==> config.mk <==
export PLATFORM = sky130hd
export DESIGN_NAME = mem_port_arbiter
export DESIGN_NICKNAME = d
export VERILOG_FILES = /design/src/rtl/mem_port_arbiter.sv
export SDC_FILE = /design/constraint.sdc
export NUM_CORES = 1
export LEC_CHECK = 0
export ABC_AREA = 1
export ABC_CLOCK_PERIOD_IN_PS = 1900
export CORE_ASPECT_RATIO = 1.2
export CORE_UTILIZATION = 38
export CTS_CLUSTER_DIAMETER = 30
export DETAILED_ROUTE_END_ITERATION = 16
export GPL_ROUTABILITY_DRIVEN = 0
export GPL_TIMING_DRIVEN = 1
export PLACE_DENSITY = 0.74
export SYNTH_ARGS = -nofsm -noshare
export SYNTH_HDL_FRONTEND = slang
export SYNTH_SLANG_ARGS = --single-unit
==> constraint.sdc <==
create_clock -name clk -period 1.9 [get_ports clk]
set_clock_uncertainty 0.2 [all_clocks]
set_input_delay 0.38 -clock clk [delete_from_list [all_inputs] [get_ports clk]]
set_output_delay 0.38 -clock clk [all_outputs]
set_load 0.01 [all_outputs]
==> src/rtl/mem_port_arbiter.sv <==
// Shares one memory port between instruction fetch and data access, alternating on ties,
// holding the memory-side request stable until acknowledged, and aborting on a stuck memory.
module mem_port_arbiter #(
  parameter int unsigned TIMEOUT = 255
) (
  input  logic        clk,
  input  logic        rst_n,
  input  logic        if_req,
  input  logic [31:0] if_addr,
  output logic [31:0] if_rdata,
  output logic        if_ready,
  input  logic        dm_read,
  input  logic        dm_write,
  input  logic [31:0] dm_addr,
  input  logic [31:0] dm_wdata,
  input  logic [3:0]  dm_wstrb,
  output logic [31:0] dm_rdata,
  output logic        dm_ready,
  output logic        mem_valid,
  output logic        mem_we,
  output logic [31:0] mem_addr,
  output logic [31:0] mem_wdata,
  output logic [3:0]  mem_wstrb,
  input  logic [31:0] mem_rdata,
  input  logic        mem_ready,
  output logic        stall_if,
  output logic        stall_mem,
  output logic        bus_err
);

  // state  | meaning
  // IDLE   | port free, arbitrate between pending requesters
  // SERV_D | data access owns the port, waiting for mem_ready
  // SERV_I | fetch owns the port, waiting for mem_ready
  // RESP   | owner's ready pulses; no arbitration so a stale request is never re-granted
  typedef enum logic [1:0] {IDLE, SERV_D, SERV_I, RESP} state_t;

  localparam logic [7:0] WDOG_LAST = 8'(TIMEOUT - 1);

  state_t      state_q;
  logic        last_i_q;
  logic [7:0]  wdog_q;
  logic        mem_valid_q;
  logic        mem_we_q;
  logic [31:0] mem_addr_q;
  logic [31:0] mem_wdata_q;
  logic [3:0]  mem_wstrb_q;
  logic [31:0] if_rdata_q;
  logic [31:0] dm_rdata_q;
  logic        if_ready_q;
  logic        dm_ready_q;
  logic        bus_err_q;

  logic data_pend;
  logic grant_d;
  logic grant_i;
  logic wdog_expired;

  always_comb begin
    data_pend    = dm_read | dm_write;
    grant_d      = data_pend & (~if_req | last_i_q);
    grant_i      = if_req & (~data_pend | ~last_i_q);
    wdog_expired = (wdog_q == WDOG_LAST);
  end

  always_ff @(posedge clk) begin
    if (!rst_n) begin
      state_q     <= IDLE;
      last_i_q    <= 1'b1;
      wdog_q      <= 8'd0;
      mem_valid_q <= 1'b0;
      mem_we_q    <= 1'b0;
      mem_addr_q  <= 32'd0;
      mem_wdata_q <= 32'd0;
      mem_wstrb_q <= 4'h0;
      if_rdata_q  <= 32'd0;
      dm_rdata_q  <= 32'd0;
      if_ready_q  <= 1'b0;
      dm_ready_q  <= 1'b0;
      bus_err_q   <= 1'b0;
    end else begin
      if_ready_q <= 1'b0;
      dm_ready_q <= 1'b0;
      bus_err_q  <= 1'b0;
      case (state_q)
        IDLE: begin
          if (grant_d) begin
            state_q     <= SERV_D;
            last_i_q    <= 1'b0;
            wdog_q      <= 8'd0;
            mem_valid_q <= 1'b1;
            mem_we_q    <= dm_write;
            mem_addr_q  <= dm_addr;
            mem_wdata_q <= dm_wdata;
            mem_wstrb_q <= dm_wstrb;
          end else if (grant_i) begin
            state_q     <= SERV_I;
            last_i_q    <= 1'b1;
            wdog_q      <= 8'd0;
            mem_valid_q <= 1'b1;
            mem_we_q    <= 1'b0;
            mem_addr_q  <= if_addr;
            mem_wdata_q <= 32'd0;
            mem_wstrb_q <= 4'h0;
          end
        end
        SERV_D, SERV_I: begin
          if (mem_ready || wdog_expired) begin
            state_q     <= RESP;
            mem_valid_q <= 1'b0;
            bus_err_q   <= ~mem_ready;
            if (state_q == SERV_I) begin
              if_ready_q <= 1'b1;
              if_rdata_q <= mem_ready ? mem_rdata : 32'd0;
            end else begin
              dm_ready_q <= 1'b1;
              // a completed store leaves the last load value in place
              if (!mem_ready)
                dm_rdata_q <= 32'd0;
              else if (!mem_we_q)
                dm_rdata_q <= mem_rdata;
            end
          end else begin
            wdog_q <= wdog_q + 8'd1;
          end
        end
        RESP:    state_q <= IDLE;
        default: state_q <= IDLE;
      endcase
    end
  end

  assign mem_valid = mem_valid_q;
  assign mem_we    = mem_we_q;
  assign mem_addr  = mem_addr_q;
  assign mem_wdata = mem_wdata_q;
  assign mem_wstrb = mem_wstrb_q;
  assign if_rdata  = if_rdata_q;
  assign dm_rdata  = dm_rdata_q;
  assign if_ready  = if_ready_q;
  assign dm_ready  = dm_ready_q;
  assign bus_err   = bus_err_q;
  assign stall_if  = if_req & ~if_ready_q;
  assign stall_mem = data_pend & ~dm_ready_q;

endmodule

# Word-level counts from Yosys, hierarchy flattened
# Index checks and enable logic that the tools add are counted.
# totals
reg_bits	148
output_inout_bits	139
elab_cells	74
# classes
addsub	1
n_eq_ne	8
muxes	26
bitwise_logic	14
n_reduce_logical	12
# op_table
op	count
$mux W32	7
$mux W8	3
$pmux W8 S2	1
$reduce_and A3 Y1	4
$add A8 B1 Y8 const B	1
$eq A8 B8 Y1 const B	1
$mux W1	8
$mux W4	2
$not A1 Y1	7
$mux W2	3
$ne A2 B2 Y1 const B	3
$pmux W2 S3	1
$and A1 B1 Y1	4
$eq A2 B2 Y1 const B	2
$reduce_and A2 Y1	2
$reduce_and A4 Y1	1
$reduce_bool A2 Y1	2
$ne A3 B3 Y1 const B	1
$or A1 B1 Y1	3
$eq A2 B1 Y1 const B	1
$logic_not A2 Y1	1
$pmux W1 S2	1
$reduce_or A2 Y1	1
$logic_or A1 B1 Y1	1

# Depth between registers and ports, before layout
# logic_depth
word_depth	7
mapped_depth	11

# Least setup slack after synthesis
# Ideal clock, no wire load.
# synth_timing
kind	reg2reg
startpoint	register state_q[1]
endpoint	register wdog_q[6]
setup_time_ns	0.115
t_arrival_ns	1.437
required_ns	1.585
slack_ns	0.148
stages_incl_launch_ff	10
path_buffers	1
path_cell_list	dfxtp_1 > inv_1 > ha_1 > inv_2 > or2_1 > nand2_2 > buf_4 > nand3_1 > nand2_1 > nor2_1
# synth_via
elab_chain_cells	4
word_cells_on_any_way	9
# synth_lines
element	line	text
from (decl)	40	state_t state_q;
from (signal assigned)	68	state_q <= IDLE;
from (signal assigned)	88	state_q <= SERV_D;
from (signal assigned)	97	state_q <= SERV_I;
$eq A2 B2 Y1 or $eq A2 B1 Y1 (tied branches)	85	case (state_q)
$reduce_or A2 Y1	85	
$ne A2 B2 Y1 (no line) or $reduce_bool A2 Y1 (tied branches)	--	
$reduce_and A3 Y1 (no line)	--	
to (signal assigned)	124	wdog_q <= wdog_q + 8'd1;
to (decl)	42	logic [7:0] wdog_q;
# Parallel ways exist; a longest one is shown, timed or not.
# A chain may end at the register's enable or synchronous reset.

# Worst setup path after layout
# layout_timing
startpoint	register mem_wdata_q[25], in the netlist mem_wdata[25]
endpoint	output port mem_wdata[25]
# layout_rtl
element	line	text
from (decl)	46	logic [31:0] mem_wdata_q;
from (signal assigned)	94	mem_wdata_q <= dm_wdata;
to (decl)	22	output logic [31:0] mem_wdata,
# No word-level cell between the ends.

==> impl_results.md <==
- Die span in x: ~120 um
- Sum of buffers and inverters on the critical path: 1
- CP Launch Type: flip-flop
- Ant. Diodes: 0
- Worst-case setup margin in the final layout: 0.0366 ns
- Instance area at placement: 9310 sq um
- Starting density of the core: between 30% and 40%
- Via Count: 6697
- Crit-path slowest cell: sky130_fd_sc_hd__clkdlybuf4s50_1
- Post-detailed-route count of antenna-violating nets: 0
- Synthesized instance count: 836
- Dominant combinational cell family by area after synthesis: simple AND/OR/NAND/NOR gates
- Wire length of the first global-routing pass: between 30 and 40 mm
- Finished Core Util: 64.6%
- Number of placed cells counting well taps: ~1300
- WHS: between 0.2 and 0.3 ns
- Final design area excluding fillers: 10200 sq um
- DR DRC count: 0
- Worst setup slack after placement: -0.381 ns
- Leakage Power: 5.61 nW
- Clock-pin slew reported for the worst setup and hold paths after clock tree synthesis: 0.06 ns
- Power per standard cell area: 1310 nW/um^2
- Final Net Count: 1246
- Mapped Area: 6200 sq um
- Sequential area share after synthesis: 47.8%
- Arithmetic-cell share of the synthesized area counting full adders, half adders and majority gates: less than 1%
- CP cell instances: clkdlybuf4s50_1
- Maximum VDD drop: 0.853 mV
- Total iterations of the first detailed-routing run: 5
- Final routed wire length divided by cell count: ~15 um
- Biggest fanout along the worst timing path: 2
- CTS tree: done
- TritonCTS sink count: 148
- Worst setup EP type: output pin
- Final slew viol count: 0
- Number of buffers created by CTS: 17
- Post-layout instance count excluding filler cells: 1325
- Minimum period implied by the final worst setup slack: 1.86 ns
- Arrival time of data at the critical path endpoint: between 1 and 1.5 ns
- Maximum clock frequency: 0.537 GHz
- Cell depth of the worst flop-to-flop path: 8
- Synthesized-area fraction occupied by and/or/nand/nor cells: roughly 28%
- Power Total: 13.3 mW
- Height of the die: 142 um
- Max stage delay on crit path: 0.55 ns
- Number of failing hold endpoints at the final stage: 0
- Half-perimeter wire length after detailed placement: roughly 14 mm
- Row cnt: 50
- Int Power: around 8.4 mW
- Port Buffer Count: between 200 and 300
- Number of cells on the worst hold path: 2
- Result of the run: finished, final reports clean
- Full die area: between 15000 and 20000 sq um
- Avg Vias per Cell: between 5 and 6
- Pin count of the biggest net entering global routing: 60
- Power dissipated by switching net loads: 4.89 mW
- Pin slew with the least headroom to its limit: 0.341 ns
- Syn-to-layout area delta: 64.3%
- Total Wirelength: ~20 mm
- Synthesized-area fraction occupied by xor and xnor cells: 0%
- I/O Pins: 277
- Maximum buffer depth of the clock tree: 2
- Combinational group share of total power: between 40% and 50%
- Iter 0 DRT Violations: 502
- Sw frac: 36.8%
- Share of the synthesized area in compound gates (AO/OA/AOI/OAI): 13.8%
- Clock latency at the later pin of the worst-skew pair: 0.41 ns
- Post-route fraction of the period consumed by the critical path: 98.1%
- Number of gates on the worst path with buffers counted: 1
- Number of distinct standard cells referenced by the synthesized netlist: 28
- FF+latch count, synth: 148
- Count of synthesis-stage warnings from yosys: 0
- Root buf cell: sky130_fd_sc_hd__clkbuf_16
- Worst min-delay path class: flip-flop to flip-flop
- Relative contribution of sequential cells to total power: a little under a third
- CP required: between 1 and 1.5 ns
- Clock Power Share: 26.0%
- Max_slew headroom: about 77%
- Total negative slack: 0 ns
- Setup violators final: 0
- Portion of netlist area occupied by mux cells: 0%
- Synthesized net count: between 900 and 1000
- Final global-route overflow total: 0
- Count of max-cap constraint violations: 0
- Via count of the first global-routing pass: between 6000 and 7000
- Maximum level of the CTS H-tree: 4
- Share of layout cells above drive strength 1: 8.86%
- Average footprint of a synthesized cell: 7.42 sq um
- Total core area: 15800 sq um
- Critical path start-end classification: flip-flop to output pin
- Cell class contributing the biggest share of worst-path delay: buffers and inverters
- Number of antenna violations at the first check in global routing: 0
- Total routing resource utilization after global routing: 23.0%
-- kinds of logic after synthesis --
group | after synthesis
and+or+nand+nor | 398
AOI/OAI and AO/OA | 161
DFF | 148
buffers and inverters | 125
adders and majority gates | 4
-- layer usage --
metal / global-route usage (%) / vias up / wire [um]
li1: - / 3335 / -
met4: 8.79 / 0 / 478
met3: 7.81 / 28 / 1690
met1: 26.6 / 3061 / 8070
met2: 39.1 / 273 / 9830
met5: 0 / - / 0
-- final cells by class --
| cell class | instances | area (sq um) |
|---|---|---|
| timing repair buffer | 319 | 3410 |
| inverter | 53 | 199 |
| multi-input combinational | 565 | 2740 |
| sequential | 148 | 2960 |
| clock buffer | 20 | 467 |
| fill | 1397 | 5580 |
| clock inverter | 12 | 151 |
| tap | 208 | 260 |
-- repair_timing --
action / in CTS / in global routing
setup endpoints to repair: 50 / 123
hold buffers: 0 / 0
setup buffers: 0 / 1
gates resized for setup: 51 / 101
cloned: 0 / 3
pin swaps: 0 / 2
-- path summary, 6_finish.rpt --
path,startpoint,slack [ns],to
max,mem_wdata[25]$_SDFFE_PN0P_,0.04,mem_wdata[25]
min,dm_rdata[27]$_SDFFE_PN0P_,0.25,dm_rdata[27]$_SDFFE_PN0P_
max reg2reg,wdog_q[1]$_SDFFE_PN0P_,0.10,if_rdata[24]$_SDFFE_PN0P_
min reg2reg,dm_rdata[27]$_SDFFE_PN0P_,0.25,dm_rdata[27]$_SDFFE_PN0P_
-- placed cells by master, fill, tap and decap left out, types with 18 or more instances in the layout --
cell,netlist,routed
sky130_fd_sc_hd__nor2_1,56,55
sky130_fd_sc_hd__a21oi_1,89,89
sky130_fd_sc_hd__buf_4,3,27
sky130_fd_sc_hd__clkbuf_16,0,18
sky130_fd_sc_hd__dlygate4sd2_1,0,47
sky130_fd_sc_hd__nor3_1,23,22
sky130_fd_sc_hd__o21ai_0,24,23
sky130_fd_sc_hd__a31oi_1,32,32
sky130_fd_sc_hd__nand4_1,65,65
sky130_fd_sc_hd__nand2_1,210,210
sky130_fd_sc_hd__dlymetal6s2s_1,0,87
sky130_fd_sc_hd__nand3_1,36,35
sky130_fd_sc_hd__dfxtp_1,148,148
sky130_fd_sc_hd__inv_1,46,46
sky130_fd_sc_hd__clkdlybuf4s50_1,0,141
-- Yosys cell counts --
library cell | instances | area [sq um]
sky130_fd_sc_hd__a21o_1 | 1 | 7.51
sky130_fd_sc_hd__a21oi_1 | 89 | 445
sky130_fd_sc_hd__a21oi_2 | 1 | 8.76
sky130_fd_sc_hd__a31oi_1 | 32 | 200
sky130_fd_sc_hd__buf_1 | 2 | 7.51
sky130_fd_sc_hd__buf_2 | 23 | 115
sky130_fd_sc_hd__buf_4 | 3 | 22.5
sky130_fd_sc_hd__buf_6 | 6 | 67.6
sky130_fd_sc_hd__buf_8 | 1 | 15.0
sky130_fd_sc_hd__clkbuf_1 | 37 | 139
sky130_fd_sc_hd__dfxtp_1 | 148 | 2960
sky130_fd_sc_hd__ha_1 | 4 | 50.1
sky130_fd_sc_hd__inv_1 | 46 | 173
sky130_fd_sc_hd__inv_2 | 7 | 26.3
sky130_fd_sc_hd__nand2_1 | 210 | 788
sky130_fd_sc_hd__nand2_2 | 4 | 25.0
sky130_fd_sc_hd__nand2_4 | 1 | 11.3
sky130_fd_sc_hd__nand3_1 | 36 | 180
sky130_fd_sc_hd__nand3_2 | 1 | 10.0
sky130_fd_sc_hd__nand4_1 | 65 | 407
sky130_fd_sc_hd__nor2_1 | 56 | 210
sky130_fd_sc_hd__nor2_4 | 1 | 11.3
sky130_fd_sc_hd__nor3_1 | 23 | 115
sky130_fd_sc_hd__o21ai_0 | 24 | 120
sky130_fd_sc_hd__o21ai_1 | 12 | 60.1
sky130_fd_sc_hd__o21ai_2 | 1 | 8.76
sky130_fd_sc_hd__o21bai_1 | 1 | 7.51
sky130_fd_sc_hd__or2_1 | 1 | 6.26
-- sequential cells by signal, summed over array words and instances, names as in the netlist, 2 cells and up --
signal,cells
dm_rdata,32
if_rdata,32
mem_addr,32
mem_wdata,32
wdog_q,8
mem_wstrb,4
state_q,2
-- power groups by stage --
| stage | Sequential [mW] | Clock [mW] | Combinational, mW |
|---|---|---|---|
| floorplan | 4.48 | 0 | 2.75 |
| global placement | 4.21 | 0 | 5.51 |
| detailed placement | 4.23 | 0 | 5.58 |
| CTS | 4.16 | 3.52 | 5.44 |
| global route | 4.23 | 3.67 | 6.18 |
| finish | 4.15 | 3.46 | 5.69 |
(Power assumes the default switching activity.)
